File: src/rtl/mib_slave_cmd_bridge.sv
// MIB slave endpoint: decodes muxed 16-bit MIB address/data phases and re-issues
// each accepted transaction as one 24-bit-address, 32-bit-data cmd-bus access.
module mib_slave_cmd_bridge #(
  parameter logic [3:0]  P_MIB_MSN              = 4'h0,
  parameter int unsigned P_CMD_ACK_TIMEOUT_CLKS = 16
) (
  input  logic        i_sysclk,
  input  logic        i_srst_n,
  input  logic        i_mib_start,
  input  logic        i_mib_rd_wr_n,
  input  logic [15:0] i_mib_ad,
  output logic [15:0] o_mib_ad,
  output logic        o_mib_ad_high_z,
  output logic        o_mib_slave_ack,
  output logic        o_cmd_sel,
  output logic        o_cmd_rd_wr_n,
  output logic [23:0] o_cmd_byte_addr,
  output logic [31:0] o_cmd_wdata,
  input  logic [31:0] i_cmd_rdata,
  input  logic        i_cmd_ack,
  output logic        o_cmd_timeout
);

  typedef enum logic [3:0] {
    S_IDLE,
    S_ADDR2,
    S_WDATA1,
    S_WDATA2,
    S_CMD_ISSUE,
    S_CMD_WAIT,
    S_WR_ACK,
    S_RD_D1,
    S_RD_D2
  } state_t;

  localparam logic [7:0] TMO_LAST = 8'(P_CMD_ACK_TIMEOUT_CLKS - 1);

  state_t      state;
  logic [7:0]  wait_cnt;
  logic        rd_wr_n_p0;
  logic [7:0]  addr_hi_p0;
  logic [15:0] addr_lo_p1;
  logic [15:0] wdata_hi_p2;
  logic [31:0] rdata_p3;

  function automatic logic msn_match(input logic [7:0] addr_hi);
    return addr_hi[7:4] == P_MIB_MSN;
  endfunction

  // Phase captures: address phase 1, address phase 2, write-data phase 1, cmd read data
  always_ff @(posedge i_sysclk) begin
    if (state == S_IDLE && i_mib_start) begin
      addr_hi_p0 <= i_mib_ad[7:0];
      rd_wr_n_p0 <= i_mib_rd_wr_n;
    end
    if (state == S_ADDR2) addr_lo_p1 <= i_mib_ad;
    if (state == S_WDATA1) wdata_hi_p2 <= i_mib_ad;
    if (state == S_CMD_WAIT && i_cmd_ack) rdata_p3 <= i_cmd_rdata;
  end

  always_ff @(posedge i_sysclk) begin
    if (!i_srst_n) begin
      state           <= S_IDLE;
      wait_cnt        <= 8'd0;
      o_mib_ad        <= 16'h0000;
      o_mib_ad_high_z <= 1'b1;
      o_mib_slave_ack <= 1'b0;
      o_cmd_sel       <= 1'b0;
      o_cmd_rd_wr_n   <= 1'b1;
      o_cmd_byte_addr <= 24'h000000;
      o_cmd_wdata     <= 32'h00000000;
      o_cmd_timeout   <= 1'b0;
    end else begin
      // Strobes and the MIB drive default to idle; states below override for one cycle.
      o_cmd_sel       <= 1'b0;
      o_cmd_timeout   <= 1'b0;
      o_mib_slave_ack <= 1'b0;
      o_mib_ad_high_z <= 1'b1;
      o_mib_ad        <= 16'h0000;

      case (state)
        S_IDLE: begin
          if (i_mib_start) state <= S_ADDR2;
        end

        S_ADDR2: begin
          if (!msn_match(addr_hi_p0)) begin
            state <= S_IDLE;
          end else if (rd_wr_n_p0) begin
            state           <= S_CMD_ISSUE;
            o_cmd_sel       <= 1'b1;
            o_cmd_rd_wr_n   <= 1'b1;
            o_cmd_byte_addr <= {addr_hi_p0, i_mib_ad};
          end else begin
            state <= S_WDATA1;
          end
        end

        S_WDATA1: state <= S_WDATA2;

        S_WDATA2: begin
          state           <= S_CMD_ISSUE;
          o_cmd_sel       <= 1'b1;
          o_cmd_rd_wr_n   <= 1'b0;
          o_cmd_byte_addr <= {addr_hi_p0, addr_lo_p1};
          o_cmd_wdata     <= {wdata_hi_p2, i_mib_ad};
        end

        S_CMD_ISSUE: begin
          wait_cnt <= 8'd0;
          state    <= S_CMD_WAIT;
        end

        // An ack on the last counted cycle is checked first, so it beats the timeout.
        S_CMD_WAIT: begin
          if (i_cmd_ack) begin
            if (rd_wr_n_p0) begin
              state <= S_RD_D1;
            end else begin
              state           <= S_WR_ACK;
              o_mib_slave_ack <= 1'b1;
            end
          end else if (wait_cnt == TMO_LAST) begin
            o_cmd_timeout <= 1'b1;
            state         <= S_IDLE;
          end else begin
            wait_cnt <= wait_cnt + 8'd1;
          end
        end

        S_WR_ACK: state <= S_IDLE;

        // Read data is registered out of the latched rdata, so pins lag the state by one cycle.
        S_RD_D1: begin
          o_mib_ad        <= rdata_p3[31:16];
          o_mib_ad_high_z <= 1'b0;
          o_mib_slave_ack <= 1'b1;
          state           <= S_RD_D2;
        end

        S_RD_D2: begin
          o_mib_ad        <= rdata_p3[15:0];
          o_mib_ad_high_z <= 1'b0;
          o_mib_slave_ack <= 1'b1;
          state           <= S_IDLE;
        end

        default: state <= S_IDLE;
      endcase
    end
  end

endmodule

File: config.mk
export PLATFORM = sky130hd
export DESIGN_NAME = mib_slave_cmd_bridge
export DESIGN_NICKNAME = d
export VERILOG_FILES = /design/src/rtl/mib_slave_cmd_bridge.sv
export SDC_FILE = /design/constraint.sdc
export NUM_CORES = 1
export LEC_CHECK = 0
export CAP_MARGIN = 5
export CORE_MARGIN = 5
export CORE_UTILIZATION = 49
export DETAILED_ROUTE_END_ITERATION = 8
export PLACE_DENSITY_LB_ADDON = 0.2
export RECOVER_POWER = 25
export SETUP_SLACK_MARGIN = 0.05
export SLEW_MARGIN = 0
export SYNTH_ARGS = -nofsm -noshare
export SYNTH_HDL_FRONTEND = slang
export SYNTH_SLANG_ARGS = --single-unit
File: constraint.sdc
create_clock -name i_sysclk -period 3.61 [get_ports i_sysclk]
set_input_delay 1.083 -clock i_sysclk [delete_from_list [all_inputs] [get_ports i_sysclk]]
set_output_delay 1.083 -clock i_sysclk [all_outputs]
set_load 0.005 [all_outputs]
==> summary.txt <==
Timing
  • Final period util: 0.6617
  • Slew @ Worst Pin: 0.9965 ns
  • Max-slew violations: 0
  • Setup TNS: 0 ns
  • Clock skew: 0.008240 ns
  • RSZ-0062 raised after global routing: no
  • Upper clock frequency limit: 418.7 MHz
  • Fin. Hold Viols: 0
  • # setup viols final: 0
  • Fin crit period: 2.389 ns
  • Slew HR: 0.3328

Pwr
  • Sw power: 0.7983 mW
  • Int Pwr: 2.988 mW
  • Clock share of power: 0.456
  • Comb pwr share: 0.029
  • Tot Pwr: 3.786 mW
  • LEAKAGE: 2.535 nW
  • Switching share of power: 0.2108
  • Maximum vdd drop: 0.3526 mV
  • Pwr/cell area: 496.2 nW/um^2
  • Flop pwr share: 0.515

Drt
  • Highest metal used: met4
  • Routed WL per cell: 16.63 um
  • Met2 routed WL: 6.501 mm
  • Met3 WL: 775 um
  • Drt first pass iters: 4
  • Via density: 5.322
  • DRC Markers: 0
  • Routed via count: 4077
  • Wl on met1: 5.290 mm
  • Final WL: 12.74 mm
  • Antenna-violating nets left: 0
  • Initial DRC count: 290

CTS
  • Setup Buffers After CTS: 0
  • Clock network latency to the later pin of the worst-skew pair: 0.42 ns
  • Root Buffer: clkbuf_16
  • Sinks on Clock Net: 162
  • Longest Clk Path Bufs: 2
  • Hold_buf cts: 0
  • Clock-pin slew on the worst setup and hold paths: 0.06 ns
  • CTS tree: yes
  • CTS buffer count: 17
  • H-Tree Depth: 4
  • Post-cts gate resize count: 0

Floorplan
  • Initial Util: 0.4967
  • Number of top-level pins: 130
  • Die Area: 13720 um^2
  • Die Y: 117.1 um
  • Die W: 117.1 um
  • CORE AREA: 11320 um^2
  • Num rows: 39

Worst hold path
  • Tightest Hold Check Type: flip-flop to flip-flop
  • Min-delay src: o_cmd_wdata[12]

Synthesis
  • Net Count, Synth: 537
  • Seq/Total Area, Yosys: 0.7067
  • Cell count after synthesis: 483
  • Synth Flop Type: dfxtp_1
  • Mean Syn Cell Area: 11.64 um^2
  • Flops & latches, synth: 162
  • Unique masters post-synth: 42
  • Synth async-reset ratio: 0
  • Synth warnings: 0
  • Cell area after synthesis: 5623 um^2
  • EDFF count, synth: 73

Critical path
  • Critical path buffer and inverter count: 1
  • Setup crit end kind: output port
  • Worst R2R Setup Slack: 1.45 ns
  • Startpoint class of the critical path: flip-flop
  • Crit path required time: 2.53 ns
  • CP max-delay cell: clkdlybuf4s50_1
  • CP Max Fanout: 2
  • Crit path kind: flip-flop to output port
  • Critical path startpoint: o_cmd_byte_addr[17]
  • Crit path cell chain: clkdlybuf4s50_1
  • Largest stage delay on the critical path: 0.53 ns
  • Worst path top cell family by delay: buffers and inverters
  • Crit path arrival time: 1.31 ns
  • Reg2reg start: state[0]

Global routing
  • Global route overflow: 0
  • Initial antenna violation count: 0
  • Largest net degree at the start of global routing: 51
  • Number of global-route vias before repair: 4126
  • Tot GR Track Use: 0.1938
  • First-pass GRT wire length: 20.14 mm

Placed design
  • Placed cells: 734
  • Post-DP HPWL: 8.357 mm
  • Port bufs: 129
  • Final RePlAce weighted congestion: 0.7781

Layout
  • Area delta synth->final: 35.69%
  • Fin util: 0.6740
  • Layout cells sized above 1: 0.07865
  • Post-Layout Cell Count: 766
  • Fill cell count: 858
  • Final #Nets: 664
  • Ant. Diodes: 0

Job
  • Max Cap Violations: 0

Run status
  • Outcome: completed
## per-stage QoR
stage | area [um^2] | hold slack (ns) | setup WS (ns)
5_1_grt | 7630 | 0.4762 | 1.149
3_3_place_gp | 7062 | 0.4410 | 0.8984
4_1_cts | 7640 | 0.4553 | 1.200
3_5_place_dp | 7062 | 0.4439 | 0.8139
2_1_floorplan | 5623 | 0.4482 | 0.5654
6_report | 7630 | 0.4511 | 1.221
## flip-flops by register name, summed over array words and instances, names as in the netlist, 8 cells and up
| register | flops |
|---|---|
| rdata_p3 | 32 |
| wait_cnt | 8 |
| o_mib_ad | 16 |
| o_cmd_wdata | 32 |
| o_cmd_byte_addr | 24 |
| wdata_hi_p2 | 16 |
| addr_hi_p0 | 8 |
| addr_lo_p1 | 16 |
## routing by layer
layer | global-route usage | up-vias
met5 | 0 | -
met1 | 0.2354 | 1968
met2 | 0.3235 | 122
met4 | 0.07263 | 0
met3 | 0.06272 | 15
li1 | - | 1972
## cells in the final DEF (no fill, tap or decap), drive strengths merged, types with 4 or more instances in the layout
master         instances
dlygate4sd3           49
edfxtp                73
a311oi                16
a21oi                 47
clkdlybuf4s50         80
buf                    8
clkbuf                19
inv                    7
o21ai                  5
nand2                117
nand3                  4
and3                   5
clkinv                 6
dfxtp                 89
nor2                  42
a22oi                 17
## cells by family (layout without fill, tap and decap cells)
group,Yosys count,count (layout),synth area share
multiplexers,2,2,0.003560
AND/OR/NAND/NOR,186,186,0.1449
buffers and inverters,33,173,0.02648
AO/OA/AOI/OAI,99,99,0.1162
flip-flops,162,162,0.7067
adder cells (fa/ha/maj),1,1,0.002225
## area by class of cell
cell class | count | area [um^2] | area share
Tap cell | 143 | 178.9 | 0.02345
Sequential cell | 162 | 3974 | 0.5208
Inverter | 3 | 11.26 | 0.001476
Clock buffer | 18 | 450.4 | 0.05904
Clock inverter | 14 | 127.6 | 0.01673
Multi-Input combinational cell | 288 | 1520 | 0.1992
Timing Repair Buffer | 138 | 1368 | 0.1792
## synth_stat cells (all sizes together), types with 4 or more instances
library cell	instances	area share
nor2	42	0.028
and3	5	0.0056
o21ai	5	0.0044
buf	14	0.014
a311oi	16	0.025
nand2	117	0.078
a21oi	47	0.042
clkbuf	16	0.011
a22oi	17	0.023
dfxtp	89	0.32
edfxtp	73	0.39
nand3	4	0.0036
## path summary, 6_finish.rpt
path | to | cells past startpoint
max | o_cmd_byte_addr[17] | 1
min | o_cmd_wdata[12] | 2
max reg2reg | o_cmd_byte_addr[21] | 5
min reg2reg | o_cmd_wdata[12] | 2
## power groups by stage
stage	Combinational, mW	Sequential [mW]	Clock [mW]
global route	0.121	1.95	1.83
CTS	0.123	1.95	1.76
global placement	0.120	1.99	0
detailed placement	0.122	1.99	0
finish	0.112	1.95	1.72
floorplan	0.0362	1.98	0
Note: power is estimated with default switching activity, not from simulation.
